File: src/rtl/spi_pkg.sv
`default_nettype none
// =============================================================================
// Module   : spi_pkg
// Purpose  : Shared state encoding and default geometry for the SPI control FSM.
// Revision : 1.0
// =============================================================================
package spi_pkg;

    localparam int ADDR_W_DEF = 7;
    localparam int DATA_W_DEF = 8;

    typedef enum logic [2:0] {
        GET          = 3'd0,
        GOT          = 3'd1,
        READ_WAIT    = 3'd2,
        READ_LOAD    = 3'd3,
        READ_SHIFT   = 3'd4,
        WRITE_SHIFT  = 3'd5,
        WRITE_COMMIT = 3'd6,
        DONE         = 3'd7
    } spi_state_e;

    function automatic int max_int(input int a, input int b);
        return (a > b) ? a : b;
    endfunction

endpackage
`default_nettype wire

File: src/rtl/spi_ctrl_fsm_if.sv
`default_nettype none
// =============================================================================
// Module   : spi_ctrl_fsm_if
// Purpose  : Chip-select/header inputs and datapath strobes of the SPI control FSM.
// Revision : 1.0
// =============================================================================
interface spi_ctrl_fsm_if;

    logic cs;
    logic rw;
    logic addr_we;
    logic dm_we;
    logic sr_we;
    logic miso_bufe;
    logic addr_inc;

    modport master (
        output cs,
        output rw,
        input  addr_we,
        input  dm_we,
        input  sr_we,
        input  miso_bufe,
        input  addr_inc
    );

    modport slave (
        input  cs,
        input  rw,
        output addr_we,
        output dm_we,
        output sr_we,
        output miso_bufe,
        output addr_inc
    );

endinterface
`default_nettype wire

File: src/rtl/spi_bit_counter.sv
`default_nettype none
// =============================================================================
// Module   : spi_bit_counter
// Purpose  : Edge counter with clear, enable and terminal-count compare.
// Revision : 1.0
// =============================================================================
module spi_bit_counter #(
    parameter int WIDTH = 4
) (
    input  wire logic             sclk,
    input  wire logic             reset,
    input  wire logic             clr_i,
    input  wire logic             en_i,
    input  wire logic [WIDTH-1:0] tc_val_i,
    output logic                  tc_o
);

    logic [WIDTH-1:0] cnt_q;
    logic [WIDTH-1:0] cnt_d;

    always_comb begin
        cnt_d = cnt_q;
        if (clr_i) begin
            cnt_d = '0;
        end else if (en_i) begin
            cnt_d = cnt_q + 1'b1;
        end
    end

    always_ff @(posedge sclk) begin
        if (reset) begin
            cnt_q <= '0;
        end else begin
            cnt_q <= cnt_d;
        end
    end

    assign tc_o = (cnt_q == tc_val_i);

endmodule
`default_nettype wire

File: src/rtl/spi_ctrl_fsm.sv
`default_nettype none
// =============================================================================
// Module   : spi_ctrl_fsm
// Purpose  : Moore FSM decoding an SPI header and sequencing read/write strobes.
// Revision : 1.0
// =============================================================================
module spi_ctrl_fsm
    import spi_pkg::*;
#(
    parameter int ADDR_W   = ADDR_W_DEF,
    parameter int DATA_W   = DATA_W_DEF,
    parameter int BURST_EN = 0
) (
    input  wire logic     sclk,
    input  wire logic     reset,
    spi_ctrl_fsm_if.slave bus
);

    localparam int H  = ADDR_W + 1;
    localparam int CW = $clog2(max_int(H, DATA_W) + 1);

    spi_state_e    state_q;
    spi_state_e    state_d;
    logic          inc_q;
    logic          inc_d;
    logic          cnt_clr;
    logic          cnt_en;
    logic          cnt_tc;
    logic [CW-1:0] tc_val;

    spi_bit_counter #(
        .WIDTH (CW)
    ) u_bit_counter (
        .sclk     (sclk),
        .reset    (reset),
        .clr_i    (cnt_clr),
        .en_i     (cnt_en),
        .tc_val_i (tc_val),
        .tc_o     (cnt_tc)
    );

    // Counter restarts on every state change so each state sees edges from zero.
    always_comb begin
        state_d = state_q;
        inc_d   = 1'b0;
        tc_val  = (state_q == GET) ? CW'(H - 1) : CW'(DATA_W - 1);
        if (bus.cs) begin
            state_d = GET;
        end else begin
            case (state_q)
                GET:          if (cnt_tc) state_d = GOT;
                GOT:          state_d = bus.rw ? READ_WAIT : WRITE_SHIFT;
                READ_WAIT:    state_d = READ_LOAD;
                READ_LOAD:    state_d = READ_SHIFT;
                READ_SHIFT: begin
                    if (cnt_tc) begin
                        if (BURST_EN != 0) begin
                            state_d = READ_WAIT;
                            inc_d   = 1'b1;
                        end else begin
                            state_d = DONE;
                        end
                    end
                end
                WRITE_SHIFT:  if (cnt_tc) state_d = WRITE_COMMIT;
                WRITE_COMMIT: begin
                    if (BURST_EN != 0) begin
                        state_d = WRITE_SHIFT;
                        inc_d   = 1'b1;
                    end else begin
                        state_d = DONE;
                    end
                end
                DONE:         state_d = DONE;
                default:      state_d = GET;
            endcase
        end
        cnt_clr = bus.cs || (state_d != state_q);
        cnt_en  = (state_q == GET) || (state_q == READ_SHIFT) || (state_q == WRITE_SHIFT);
    end

    always_ff @(posedge sclk) begin
        if (reset) begin
            state_q <= GET;
            inc_q   <= 1'b0;
        end else begin
            state_q <= state_d;
            inc_q   <= inc_d;
        end
    end

    assign bus.addr_we   = (state_q == GOT);
    assign bus.sr_we     = (state_q == READ_LOAD);
    assign bus.miso_bufe = (state_q == READ_SHIFT);
    assign bus.dm_we     = (state_q == WRITE_COMMIT);
    assign bus.addr_inc  = inc_q;

endmodule
`default_nettype wire

File: src/flat_wrapper.sv
// flat-port wrapper written by rule: the top's interface ports become plain ports
module spi_ctrl_fsm_flat import spi_pkg::*;
#(
    parameter int ADDR_W   = ADDR_W_DEF,
    parameter int DATA_W   = DATA_W_DEF,
    parameter int BURST_EN = 0
)
  (sclk, reset, bus_cs, bus_rw, bus_addr_we, bus_dm_we, bus_sr_we, bus_miso_bufe, bus_addr_inc);
  spi_ctrl_fsm_if bus_i ();
  input  wire logic sclk;
  input  wire logic reset;
  input wire logic [$bits(bus_i.cs)-1:0] bus_cs;
  input wire logic [$bits(bus_i.rw)-1:0] bus_rw;
  output wire logic [$bits(bus_i.addr_we)-1:0] bus_addr_we;
  output wire logic [$bits(bus_i.dm_we)-1:0] bus_dm_we;
  output wire logic [$bits(bus_i.sr_we)-1:0] bus_sr_we;
  output wire logic [$bits(bus_i.miso_bufe)-1:0] bus_miso_bufe;
  output wire logic [$bits(bus_i.addr_inc)-1:0] bus_addr_inc;
  assign bus_i.cs = bus_cs;
  assign bus_i.rw = bus_rw;
  assign bus_addr_we = bus_i.addr_we;
  assign bus_dm_we = bus_i.dm_we;
  assign bus_sr_we = bus_i.sr_we;
  assign bus_miso_bufe = bus_i.miso_bufe;
  assign bus_addr_inc = bus_i.addr_inc;
  spi_ctrl_fsm #(.ADDR_W(ADDR_W), .DATA_W(DATA_W), .BURST_EN(BURST_EN)) u_core (.sclk(sclk), .reset(reset), .bus(bus_i));
endmodule
File: config.mk
export PLATFORM = sky130hd
export DESIGN_NAME = spi_ctrl_fsm_flat
export DESIGN_NICKNAME = d
export VERILOG_FILES = /design/src/rtl/spi_pkg.sv /design/src/rtl/spi_ctrl_fsm_if.sv /design/src/rtl/spi_bit_counter.sv /design/src/rtl/spi_ctrl_fsm.sv /design/src/flat_wrapper.sv
export SDC_FILE = /design/constraint.sdc
export NUM_CORES = 1
export LEC_CHECK = 0
export CAP_MARGIN = 10
export CORE_AREA = 2 2 39 41
export CTS_BUF_LIST = sky130_fd_sc_hd__clkbuf_16
export CTS_CLUSTER_DIAMETER = 50
export DETAILED_ROUTE_END_ITERATION = 7
export DIE_AREA = 0 0 41 43
export PLACE_DENSITY_LB_ADDON = 0.08
export SLEW_MARGIN = 20
export SYNTH_ARGS = -nofsm -noshare
export SYNTH_HDL_FRONTEND = slang
export SYNTH_SLANG_ARGS = --single-unit
export TNS_END_PERCENT = 10
File: constraint.sdc
create_clock -name sclk -period 1.8 [get_ports sclk]
set_input_delay 0.45 -clock sclk [delete_from_list [all_inputs] [get_ports sclk]]
set_output_delay 0.45 -clock sclk [all_outputs]
set_load 0.05 [all_outputs]
==> results of run 1 <==
## cell usage after synthesis
| cell type | number |
|---|---|
| a221oi_1 | 1 |
| nand3b_1 | 2 |
| and4_1 | 1 |
| o41ai_2 | 1 |
| a31oi_1 | 2 |
| a21boi_0 | 1 |
| dfxtp_1 | 7 |
| o21a_1 | 1 |
| nor3_2 | 1 |
| ha_1 | 1 |
| o31ai_1 | 1 |
| buf_4 | 2 |
| buf_2 | 1 |
| a21oi_1 | 3 |
| inv_1 | 1 |
| nand4b_1 | 1 |
| o21ai_1 | 1 |
| and2_1 | 1 |
| and3b_1 | 1 |
| nand2b_4 | 1 |
| nand3_1 | 2 |
| nand4_1 | 2 |
| nor2b_4 | 1 |
| and2_2 | 1 |
| nor3b_1 | 2 |
| nor2_1 | 5 |
| nand2_1 | 1 |
| nor4bb_1 | 1 |
| o21ai_0 | 1 |
| nor3_1 | 1 |
| conb_1 | 1 |
| a211oi_2 | 1 |
## sequential cells by signal, summed over array words and instances, names as in the netlist
| register | count |
|---|---|
| u_core.u_bit_counter.cnt_q | 4 |
| u_core.state_q | 3 |
## worst reg2reg max path: stages (launching register included)
cell and delay, ps:
dfxtp_1 340, ha_1 270, and3b_1 240, a221oi_1 270, nor3_1 80
## final timing paths
check | to | slack, ps
worst max-delay path | bus_miso_bufe | 150
worst max register to register | u_core.state_q[1] | 480
worst min-delay path | u_core.u_bit_counter.cnt_q[3] | 520
worst min register to register | u_core.u_bit_counter.cnt_q[3] | 520
## kinds of logic (layout without fill, tap and decap cells)
group,after synthesis,in the layout,synth area share
and+or+nand+nor,24,24,0.376
DFF,7,7,0.315
AOI/OAI and AO/OA,13,13,0.219
adders and majority gates,1,1,0.0281
other,1,1,0.00842
buffers and inverters,4,14,0.0533
## layout make-up
class                           count  area [µm²]  area share
Timing Repair Buffer                9         125       0.191
Tap cell                           16        20.0      0.0305
Multi-Input combinational cell     39         287       0.437
Sequential cell                     7         141       0.216
Clock buffer                        3        75.1       0.115
Clock inverter                      1        3.75     0.00573
Inverter                            1        3.75     0.00573
## stage by stage
| stage | utilization | std cells |
|---|---|---|
| 3_3_place_gp | 0.416 | 72 |
| 6_report | 0.474 | 76 |
| 5_1_grt | 0.474 | 76 |
| 2_1_floorplan | - | 50 |
| 4_1_cts | 0.473 | 76 |
| 3_5_place_dp | 0.416 | 72 |
## power breakdown
group	internal [mW]	switching (mW)
registers	0.158	0.00296
clock network	0.289	0.0866
logic	0.0111	0.0118
total	0.458	0.101
## per-layer routing
metal | share of wire | vias up | track usage | wire [µm]
li1 | - | 205 | - | -
met1 | 0.38 | 208 | 0.195 | 438
met2 | 0.52 | 14 | 0.278 | 595
met3 | 0.055 | 8 | 0.0576 | 63
met4 | 0.046 | 0 | 0.153 | 53
met5 | 0 | - | 0 | 0
==> results.toml, run 1 <==
[cells_and_area]
diodes = 0
final_common_cell = "dfxtp_1"
final_cell_mix = "dfxtp_1, nor2_1, buf_12"
fillCellCount = 136
design_area_um2 = 656
synthToLayoutAreaGrowth_pct = 47.2
drive_gt1_frac = 0.283
layout.nets = 66

[drt]
drcViolationCount = 0
drt-initial-drc-count = 10
routedWlPerCell_um = 15.2
ant_nets = 0
vias = 435
dr.pass1.iters = 4
wirelength_um = 1150
via_per_inst = 5.72

[die]
start_util = 0.322
rows = 14
die_y_um = 43
die_w_um = 41
core_um2 = 1380
die-area_um2 = 1760
io_pins = 9

[status]
status = "finished clean"

[worst_setup_path]
reg2reg_from = "u_core.u_bit_counter.cnt_q[0]"
path_cells = "nor3b_1 > buf_12"
cp-start-kind = "flop"
crit_cells = 2
worstPathRequired_ps = 1350
r2r_cells = 4
crit_type = "reg2out"
cp.arrival_ps = 1200
crit_start = "u_core.state_q[0]"
end_kind = "output pin"
cp_max_fo = 10
slowest_delay_ps = 390
worst_path_max_delay_cell = "nor3b_1"
path_buf_inv = 1
crit_family = "simple AND/OR/NAND/NOR gates"

[placed_design]
placed_area_um2 = 576
finalWeightedCongestion = 0.757
hpwl_um = 865
preCtsSetupSlack_ps = 246
port-buffer-count = 7

[synth]
synth_seq_area_share = 0.315
synthesis.instances = 50
synth_area_per_cell_um2 = 8.91
yosys_warnings = 0
ys_types = 32
syn_nets = 55
synth_top_area_frac = 0.315
synth_area_leaders = "dfxtp_1, nor2_1, o41ai_2"
ys_ff_latch = 7
syn_area_um2 = 445
synth_largest_area_cell = "dfxtp_1"

[clock_tree]
ctsHoldBuffers = 0
post-cts-setup-buffer-count = 0
cts_tree = "yes"
h-tree-depth = 1
cts_sinks = 7
cts_buffers = 3
ctsLongestPathBuffers = 2
root_buffer = "clkbuf_16"
clock_latency_ps = 230
cts_resized = 0
clkTransAtPathRegs_ps = 40

[timing]
fin_ws_ps = 154
finalSetupViolCount = 0
rsz0062_at_grt = "false"
finalHoldViolations = 0
skew_ps = 1.42
slew_viol_final = 0
tns_ps = 0
holdWs_ps = 518
min_period_ps = 1650
fmax_mhz = 608
period_share = 0.914

[hold_path]
hp-class = "reg2reg"
hold_depth = 2
min_from = "u_core.u_bit_counter.cnt_q[3]"

[global_routing]
grt_max_degree = 11
grt_pass1_wl_um = 2060
antenna_found_initial = 0
track_usage = 0.184
grt_pass1_vias = 472
grt-ovfl-total = 0

[pwr]
power_mw = 0.560
peakVddDrop_uv = 422
p_per_area_nw_per_um2 = 854
leakagePower_nw = 0.229

[run]
drv_cap = 0
Power figures use the tool's default switching activity.
==> run 2, diff against run 1 <==
--- a/config.mk
+++ b/config.mk
@@ -6,14 +6,14 @@
 export NUM_CORES = 1
 export LEC_CHECK = 0
 export CAP_MARGIN = 10
-export CORE_AREA = 2 2 39 41
+export CORE_AREA = 4 4 41 43
 export CTS_BUF_LIST = sky130_fd_sc_hd__clkbuf_16
 export CTS_CLUSTER_DIAMETER = 50
 export DETAILED_ROUTE_END_ITERATION = 7
-export DIE_AREA = 0 0 41 43
+export DIE_AREA = 0 0 45 47
 export PLACE_DENSITY_LB_ADDON = 0.08
 export SLEW_MARGIN = 20
 export SYNTH_ARGS = -nofsm -noshare
 export SYNTH_HDL_FRONTEND = slang
 export SYNTH_SLANG_ARGS = --single-unit
-export TNS_END_PERCENT = 10
+export TNS_END_PERCENT = 50
==> run 2 against run 1 <==
Compared with the run above:
- clock skew about the same
- die area rose by 20%
- utilization is 2.7 points higher
- count of clock-buffer cells in the layout unchanged
- wire length increased by 1.1%
- maximum frequency down 6.0%
==> results.toml, run 2 (synthesized netlist as in run 1, its figures left out) <==
[cells_and_area]
reg_top3 = "u_core.u_bit_counter.cnt_q (4), u_core.state_q (3)"
largest_reg_flops = 4
final_common_cell = "dfxtp_1"
final_cells = 74
layout.nets = 65
drive_gt1_frac = 0.288
fin_util = 0.501
synthToLayoutAreaGrowth_pct = 46.3
max_flop_register = "u_core.u_bit_counter.cnt_q"
diodes = 0
final_cell_mix = "dfxtp_1, nor2_1, buf_12"
fillCellCount = 138

[timing]
slew_viol_final = 0
holdWs_ps = 510
rsz0062_at_grt = "true"
finalHoldViolations = 0
fin_ws_ps = 48.6
min_period_ps = 1750
finalSetupViolCount = 0
fmax_mhz = 571
period_share = 0.973
skew_ps = 1.91

[worst_setup_path]
timing.reg2reg.setup_slack_ps = 440
crit_type = "reg2out"
cp-start-kind = "flop"
worstPathRequired_ps = 1350
end_kind = "output pin"
cp_max_fo = 7
cp.arrival_ps = 1300

[hold_path]
hp-class = "reg2reg"

[drt]
vias = 438
wirelength_um = 1170
dr.pass1.iters = 4
wl_met1_um = 477
drt-initial-drc-count = 10
ant_nets = 0
drcViolationCount = 0
top_layer = "met4"
dr_wl_met2_um = 589
routedWlPerCell_um = 15.7
dr_wl_met3_um = 56
via_per_inst = 5.92

[global_routing]
grt_max_degree = 11
antenna_found_initial = 0
grt_pass1_wl_um = 1940
grt-ovfl-total = 0
grt_pass1_vias = 466
track_usage = 0.131

[placed_design]
preCtsSetupSlack_ps = 262
hpwl_um = 804
finalWeightedCongestion = 0.740
place_inst = 70
port-buffer-count = 7

[clock_tree]
ctsLongestPathBuffers = 2
clkTransAtPathRegs_ps = 40
cts_sinks = 7
h-tree-depth = 1
cts_tree = "yes"
root_buffer = "clkbuf_16"
clock_latency_ps = 230
post-cts-setup-buffer-count = 0
cts_buffers = 3

[die]
rows = 13
start_util = 0.342
core_um2 = 1300
die_y_um = 47
io_pins = 9
die-area_um2 = 2120
die_w_um = 45

[pwr]
leakagePower_nw = 0.228
peakVddDrop_uv = 432
power_mw = 0.561
p_per_area_nw_per_um2 = 861

[status]
status = "finished clean"

[run]
drv_cap = 0
==> run 2: power by group <==
group	switching [mW]	internal (mW)
registers	0.00282	0.158
logic	0.0126	0.0109
clock network	0.0873	0.289
==> run 2: path summary, 6_finish.rpt <==
kind,cells past startpoint,startpoint,end
max reg2reg,4,u_core.u_bit_counter.cnt_q[0],u_core.state_q[1]
min reg2reg,2,u_core.u_bit_counter.cnt_q[1],u_core.u_bit_counter.cnt_q[1]
max,3,u_core.state_q[1],bus_dm_we
min,2,u_core.u_bit_counter.cnt_q[1],u_core.u_bit_counter.cnt_q[1]
==> run 2: layout make-up <==
type,instances,area [µm²],share of cell area
Tap cell,15,18.8,0.0288
Sequential cell,7,141,0.217
Multi-Input combinational cell,39,292,0.447
Clock inverter,1,3.75,0.00576
Clock buffer,3,75.1,0.115
Inverter,1,3.75,0.00576
Timing Repair Buffer,8,118,0.180
==> run 2: routing by layer <==
| metal | vias up | track usage |
|---|---|---|
| met5 | - | 0 |
| met2 | 18 | 0.249 |
| met1 | 206 | 0.126 |
| li1 | 206 | - |
| met3 | 8 | 0.0460 |
| met4 | 0 | 0.0585 |
==> run 2: critical path, stage by stage (launching register included) <==
cell	delay (ps)
dfxtp_1	430
inv_1	190
nor3b_2	270
buf_12	170
==> run 2: timing repair <==
| action | in CTS | in global routing |
|---|---|---|
| endpoints found under the setup margin | 0 | 2 |
| gates resized for setup | 0 | 2 |
| hold buffers | 0 | 0 |
==> run 2: through the flow <==
step	setup TNS, ps	cell area [µm²]
6_report	0	652
5_1_grt	-26.0	652
4_1_cts	0	646
3_5_place_dp	0	567
3_3_place_gp	0	567
2_1_floorplan	-304	450
==> run 3, diff against run 2 <==
--- a/config.mk
+++ b/config.mk
@@ -12,6 +12,7 @@
 export DETAILED_ROUTE_END_ITERATION = 7
 export DIE_AREA = 0 0 45 47
 export PLACE_DENSITY_LB_ADDON = 0.08
+export RECOVER_POWER = 25
 export SLEW_MARGIN = 20
 export SYNTH_ARGS = -nofsm -noshare
 export SYNTH_HDL_FRONTEND = slang
==> constraint.sdc (replaced) <==
create_clock -name sclk -period 1.9 [get_ports sclk]
set_input_delay 0.475 -clock sclk [delete_from_list [all_inputs] [get_ports sclk]]
set_output_delay 0.475 -clock sclk [all_outputs]
set_load 0.05 [all_outputs]
==> run 3 against run 2 <==
Compared with the run above:
- sequential cell count did not move
- sequential share of layout area hardly changed
- sequential power down 5%
- utilization fell by 0.48 points
- first-iteration DRC count down 60%
- largest power group unchanged
- highest routed layer unchanged
==> results.toml, run 3 (synthesized netlist as in run 1, its figures left out) <==
[cells_and_area]
layout.nets = 65
design_area_um2 = 646
final_cell_mix = "dfxtp_1, nor2_1, buf_12"
synthToLayoutAreaGrowth_pct = 44.9
drive_gt1_frac = 0.254
diodes = 0
fillCellCount = 133
max_flop_register = "u_core.u_bit_counter.cnt_q"
final_common_cell = "dfxtp_1"
multi_input_area_um2 = 287
register_area_um2 = 140
reg_top3 = "u_core.u_bit_counter.cnt_q (4), u_core.state_q (3)"
largest_reg_flops = 4
final_cells = 74

[drt]
wirelength_um = 1050
ant_nets = 0
drcViolationCount = 0
via_per_inst = 5.34
drt-initial-drc-count = 4
routedWlPerCell_um = 14.2
dr.pass1.iters = 3
vias = 395

[pwr]
seq_power_share = 0.288
peakVddDrop_uv = 415
switchingPower_mw = 0.0959
p_int_mw = 0.434
swShare = 0.181
combPwrFrac = 0.040
p_per_area_nw_per_um2 = 820
clock_power_share = 0.672
leakagePower_nw = 0.223

[die]
start_util = 0.342
core_um2 = 1300
io_pins = 9
die-area_um2 = 2120
die_w_um = 45
die_y_um = 47
rows = 13

[clock_tree]
ctsHoldBuffers = 0
cts_tree = "yes"
cts_buffers = 3
root_buffer = "clkbuf_16"
clkTransAtPathRegs_ps = 40
h-tree-depth = 1
clock_latency_ps = 230
cts_sinks = 7
ctsLongestPathBuffers = 2
cts_resized = 0
post-cts-setup-buffer-count = 0

[timing]
rsz0062_at_grt = "false"
skew_ps = 1.29
fmax_mhz = 552
finalSetupViolCount = 0
fin_ws_ps = 88.7
slew_viol_final = 0
holdWs_ps = 531
finalHoldViolations = 0
period_share = 0.953
min_period_ps = 1810
tns_ps = 0

[worst_setup_path]
timing.reg2reg.setup_slack_ps = 580
r2r_cells = 4
crit_type = "reg2out"
cp-start-kind = "flop"
reg2reg_from = "u_core.u_bit_counter.cnt_q[0]"
r2r_end = "u_core.state_q[0]"
worstPathRequired_ps = 1420
end_kind = "output pin"
cp_max_fo = 10
cp.arrival_ps = 1340

[placed_design]
hpwl_um = 767
preCtsSetupSlack_ps = 321
placed_area_um2 = 567
finalWeightedCongestion = 0.738
place_inst = 70
port-buffer-count = 7

[global_routing]
track_usage = 0.118
grt_pass1_wl_um = 1740
grt_max_degree = 12
grt-ovfl-total = 0
grt_pass1_vias = 414
antenna_found_initial = 0

[hold_path]
hold_end = "u_core.u_bit_counter.cnt_q[1]"
hp-class = "reg2reg"
min_from = "u_core.u_bit_counter.cnt_q[1]"
hold_depth = 2

[run]
drv_cap = 0

[status]
status = "finished clean"
## run 3: changes by cell type in the layout (fill, tap and decap cells not counted), sizes merged
cell           change
dlygate4sd3        +1
clkdlybuf4s50      -1
## run 3: how the worst max path moves through the flow
stage | startpoint | endpoint | slack (ps) | cells past startpoint
6_report | u_core.state_q[2] | bus_miso_bufe | 90 | 2
5_1_grt | u_core.state_q[2] | bus_miso_bufe | 30 | 2
4_1_cts | u_core.state_q[2] | bus_miso_bufe | 80 | 2
3_5_place_dp | bus_cs | u_core.u_bit_counter.cnt_q[2] | 320 | 4
3_3_place_gp | bus_cs | u_core.u_bit_counter.cnt_q[2] | 340 | 4
2_1_floorplan | u_core.state_q[2] | bus_miso_bufe | -230 | 1
## run 3: per-stage QoR
stage | power (mW) | util
floorplan | 0.168 | -
global placement | 0.175 | 0.436
global route | 0.540 | 0.496
CTS | 0.535 | 0.496
detailed placement | 0.176 | 0.436
finish | 0.530 | 0.496
## run 3: worst max-delay path: stages (launching register included)
cell	delay (ps)
dfxtp_1	500
nor3b_1	410
buf_12	190
## run 3: power by group through the flow
stage                     Combinational, mW  Clock [mW]  Sequential [mW]
final                                0.0210       0.356            0.153
after global routing                 0.0231       0.364            0.153
after CTS                            0.0213       0.361            0.153
after detailed placement             0.0212           0            0.155
after global placement               0.0207           0            0.155
after floorplan                      0.0143           0            0.154
## run 3: metal layers
layer / track usage / wire, µm / vias up
met5: 0 / 0 / -
met4: 0.0760 / 16 / 0
met3: 0.0690 / 71 / 3
met2: 0.192 / 515 / 11
met1: 0.114 / 445 / 177
li1: - / - / 204
## run 3: layout make-up
cell class              count  share of cell area
inverters                   1             0.00581
repair buffers              8               0.182
clock inverters             1             0.00581
well taps                  15              0.0291
flip-flops and latches      7               0.217
clock buffers               3               0.116
multi-input cells          39               0.444
==> RTL edit: new RTL, settings of run 1 <==
`BURST_EN` is set to 0 in 2 places; all go to 1.
--- a/src/rtl/spi_ctrl_fsm.sv
+++ b/src/rtl/spi_ctrl_fsm.sv
@@ -10,5 +10,5 @@
     parameter int ADDR_W   = ADDR_W_DEF,
     parameter int DATA_W   = DATA_W_DEF,
-    parameter int BURST_EN = 0
+    parameter int BURST_EN = 1
 ) (
     input  wire logic     sclk,
--- a/src/flat_wrapper.sv
+++ b/src/flat_wrapper.sv
@@ -4,5 +4,5 @@
     parameter int ADDR_W   = ADDR_W_DEF,
     parameter int DATA_W   = DATA_W_DEF,
-    parameter int BURST_EN = 0
+    parameter int BURST_EN = 1
 )
   (sclk, reset, bus_cs, bus_rw, bus_addr_we, bus_dm_we, bus_sr_we, bus_miso_bufe, bus_addr_inc);
Function: no difference found for any inputs over 10 cycles, from zero or initial values and one cycle with reset high; that may be too few to reach the edited logic, so the function may still have changed.
==> RTL edit against run 1 <==
- total power increased by 2.9%
- sequential cell count increased by 1
- via count fell by 9.2%
- design area decreased by 3.6%
- synthesized area shrank 8.1%
- wire length decreased by 8.7%
- worst setup slack lost 81 ps
- first-iteration DRC count shrank 30%
- highest routed layer unchanged
==> RTL edit: results (changes against run 1) <==
[metrics] dominant cells by area after synthesis: dfxtp_1 (39%), nor2_1 (6.4%), a21oi_1 (4.9%)
[metrics] fill cell total of the finished layout: 137 (+0.74%)
[metrics] post-synthesis compound-gate area fraction: 22.02% (+0.11 points)
[metrics] vias in the first global route: 400 (-15%)
[metrics] number of search-and-repair iterations in the first detailed-routing pass: 2 (-2)
[metrics] number of distinct library cells after synthesis: 26 (-19%)
[metrics] data arrival time of the critical path: 1280 ps (+80 ps)
[metrics] clk_skew: 1.755 ps (+0.3313 ps)
[metrics] antenna violations before repair: 0 (unchanged)
[metrics] clock transition at the register clock pins on the worst setup and hold paths after CTS: 40 ps (about the same)
[metrics] share of final-layout standard cells stronger than drive strength 1: 28.81% (+0.48 points)
[metrics] share of synthesized area spent on multiplexers: 0% (unchanged)
[metrics] post-place instance area: 550.5 sq um (-4.3%)
[metrics] total setup buffers inserted after CTS: 0 (unchanged)
[metrics] adder-cell share of the synthesized area: 3.058% (+0.25 points)
[metrics] peak supply drop: 0.0004368 V (+3.5%)
[metrics] number of buffers inserted by port buffering: 8 (+1)
[metrics] Max-Slew Margin vs Limit: 83.29%
[metrics] fraction of the yosys area taken by sequential cells: 39.14% (+7.7 points)
[metrics] final RePlAce weighted congestion: 0.7148 (-5.5%)
[metrics] Setup WS pre-CTS: 211.1 ps (-35.12 ps)
[metrics] status: complete, no violations
[metrics] largest reg by FF count: u_core.u_bit_counter.cnt_q
[metrics] total detailed-routing wirelength: 1.052 mm (-8.7%)
[metrics] max reg flops: 4 (unchanged)
[metrics] Max Buffers Root-to-Sink: 2 (unchanged)
[metrics] count of synthesis-stage warnings from yosys: 0 (unchanged)
[metrics] Final HPWL DP: 738.5 microns (-15%)
[metrics] CTS H-tree lvls: 1 (unchanged)
[metrics] global-route usage over all layers: 15.79% (-2.6 points)
[metrics] maximum fanout along the worst path: 7 (-3)
[metrics] first-iteration detailed-routing DRC count: 7 (-3)
[metrics] total of cells resized after clock tree synthesis: 1 (+1)
[metrics] CP startpoint kind: flip-flop
[metrics] average vias per placed instance: 5.267 (-8.0%)
[metrics] CP max stage delay: 370 ps (-20 ps)
[metrics] top post-synthesis cells by count: dfxtp_1 (8), nor2_1 (7), a21oi_1 (4)
[metrics] Net Count, Synth: 52 (-5.5%)
[metrics] clock insertion delay at the later pin of the skew report: 230 ps (about the same)
[metrics] slowest stage cell on the critical path: dfxtp_2
[metrics] ys flop type: dfxtp_1
[metrics] xor/xnor cell area share of the yosys netlist: 2.141% (+2.1 points)
[metrics] wire length of the first global-routing pass: 1.814 mm (-12%)
[metrics] largest net degree at the start of global routing: 11 (unchanged)
[metrics] number of clock buffers inserted by TritonCTS: 3 (unchanged)
[metrics] FFs w/ async S/R, synth: 0% (unchanged)
[metrics] category of cells accounting for the largest share of critical-path delay: simple AND/OR/NAND/NOR gates
[metrics] static leakage: 0.2326 nW (+1.5%)
[metrics] worst min-delay path class: flip-flop to flip-flop
[metrics] Root Buffer: clkbuf_16
[metrics] count of inserted antenna diode cells: 0 (unchanged)
RTL edit: cell types whose count changed after synthesis, moves of 2 or more:
cell / delta
a31oi_1: -2
buf_4: -2
nand2_1: +2
nand4_1: -2
nor2_1: +2
nor2b_1: +2
nor3b_1: -2
or3_1: +2
RTL edit: cell type report:
cell class / instances / area (sq um) / share of cell area (%)
inverters: 2 / 7.507 / 1.188
clock buffers: 3 / 75.07 / 11.88
multi-input cells: 36 / 235.2 / 37.23
flip-flops and latches: 8 / 161.4 / 25.54
repair buffers: 10 / 132.6 / 20.99
well taps: 16 / 20.02 / 3.168
RTL edit: report_power, final:
part	switching (W)	internal, W
logic	0.00000985	0.0000109
registers	0.00000209	0.000181
clock network	0.0000864	0.000286
total	0.0000983	0.000478
RTL edit: worst paths after layout:
| path | start | endpoint | slack, ps | depth (start not counted) |
|---|---|---|---|---|
| hold / removal | u_core.u_bit_counter.cnt_q[1]$_SDFFE_PP0P_ | u_core.u_bit_counter.cnt_q[1]$_SDFFE_PP0P_ | 480 | 2 |
| setup reg to reg | u_core.u_bit_counter.cnt_q[0]$_SDFFE_PP0P_ | u_core.u_bit_counter.cnt_q[0]$_SDFFE_PP0P_ | 470 | 4 |
| hold reg to reg | u_core.u_bit_counter.cnt_q[1]$_SDFFE_PP0P_ | u_core.u_bit_counter.cnt_q[1]$_SDFFE_PP0P_ | 480 | 2 |
| setup / recovery | u_core.state_q[0]$_SDFF_PP0_ | bus_addr_we | 70 | 3 |
RTL edit: tightest hold or removal path, delay by kind of cell (launching register included):
| family | cells | cell delay [ps] |
|---|---|---|
| flops | 1 | 320 |
| compound gates | 1 | 50 |
| simple gates | 1 | 60 |
RTL edit: metrics by stage:
step	hold WS, ps	instances	total power, W
floorplan	448.5	47	0.0001945
global placement	461.1	72	0.0002046
detailed placement	477.0	72	0.0002062
CTS	481.6	75	0.0005806
global route	498.9	75	0.0005934
finish	479.3	75	0.0005760
RTL edit: per-layer routing:
metal	wire length [microns]	share of wire [%]	vias up	GRT usage (%)
met5	0	0	-	0
met1	441	42	183	18.45
met4	40	3.8	0	12.00
met3	48	4.6	5	3.141
li1	-	-	196	-
met2	522	50	11	23.75
RTL edit: cell families (layout without fill, tap and decap cells):
| logic type | count (synthesis) | in the layout |
|---|---|---|
| adder cells (fa/ha/maj) | 1 | 1 |
| flip-flops | 8 | 8 |
| AO/OA/AOI/OAI | 12 | 12 |
| AND/OR/NAND/NOR | 22 | 22 |
| XOR/XNOR | 1 | 1 |
| buffers and inverters | 3 | 15 |
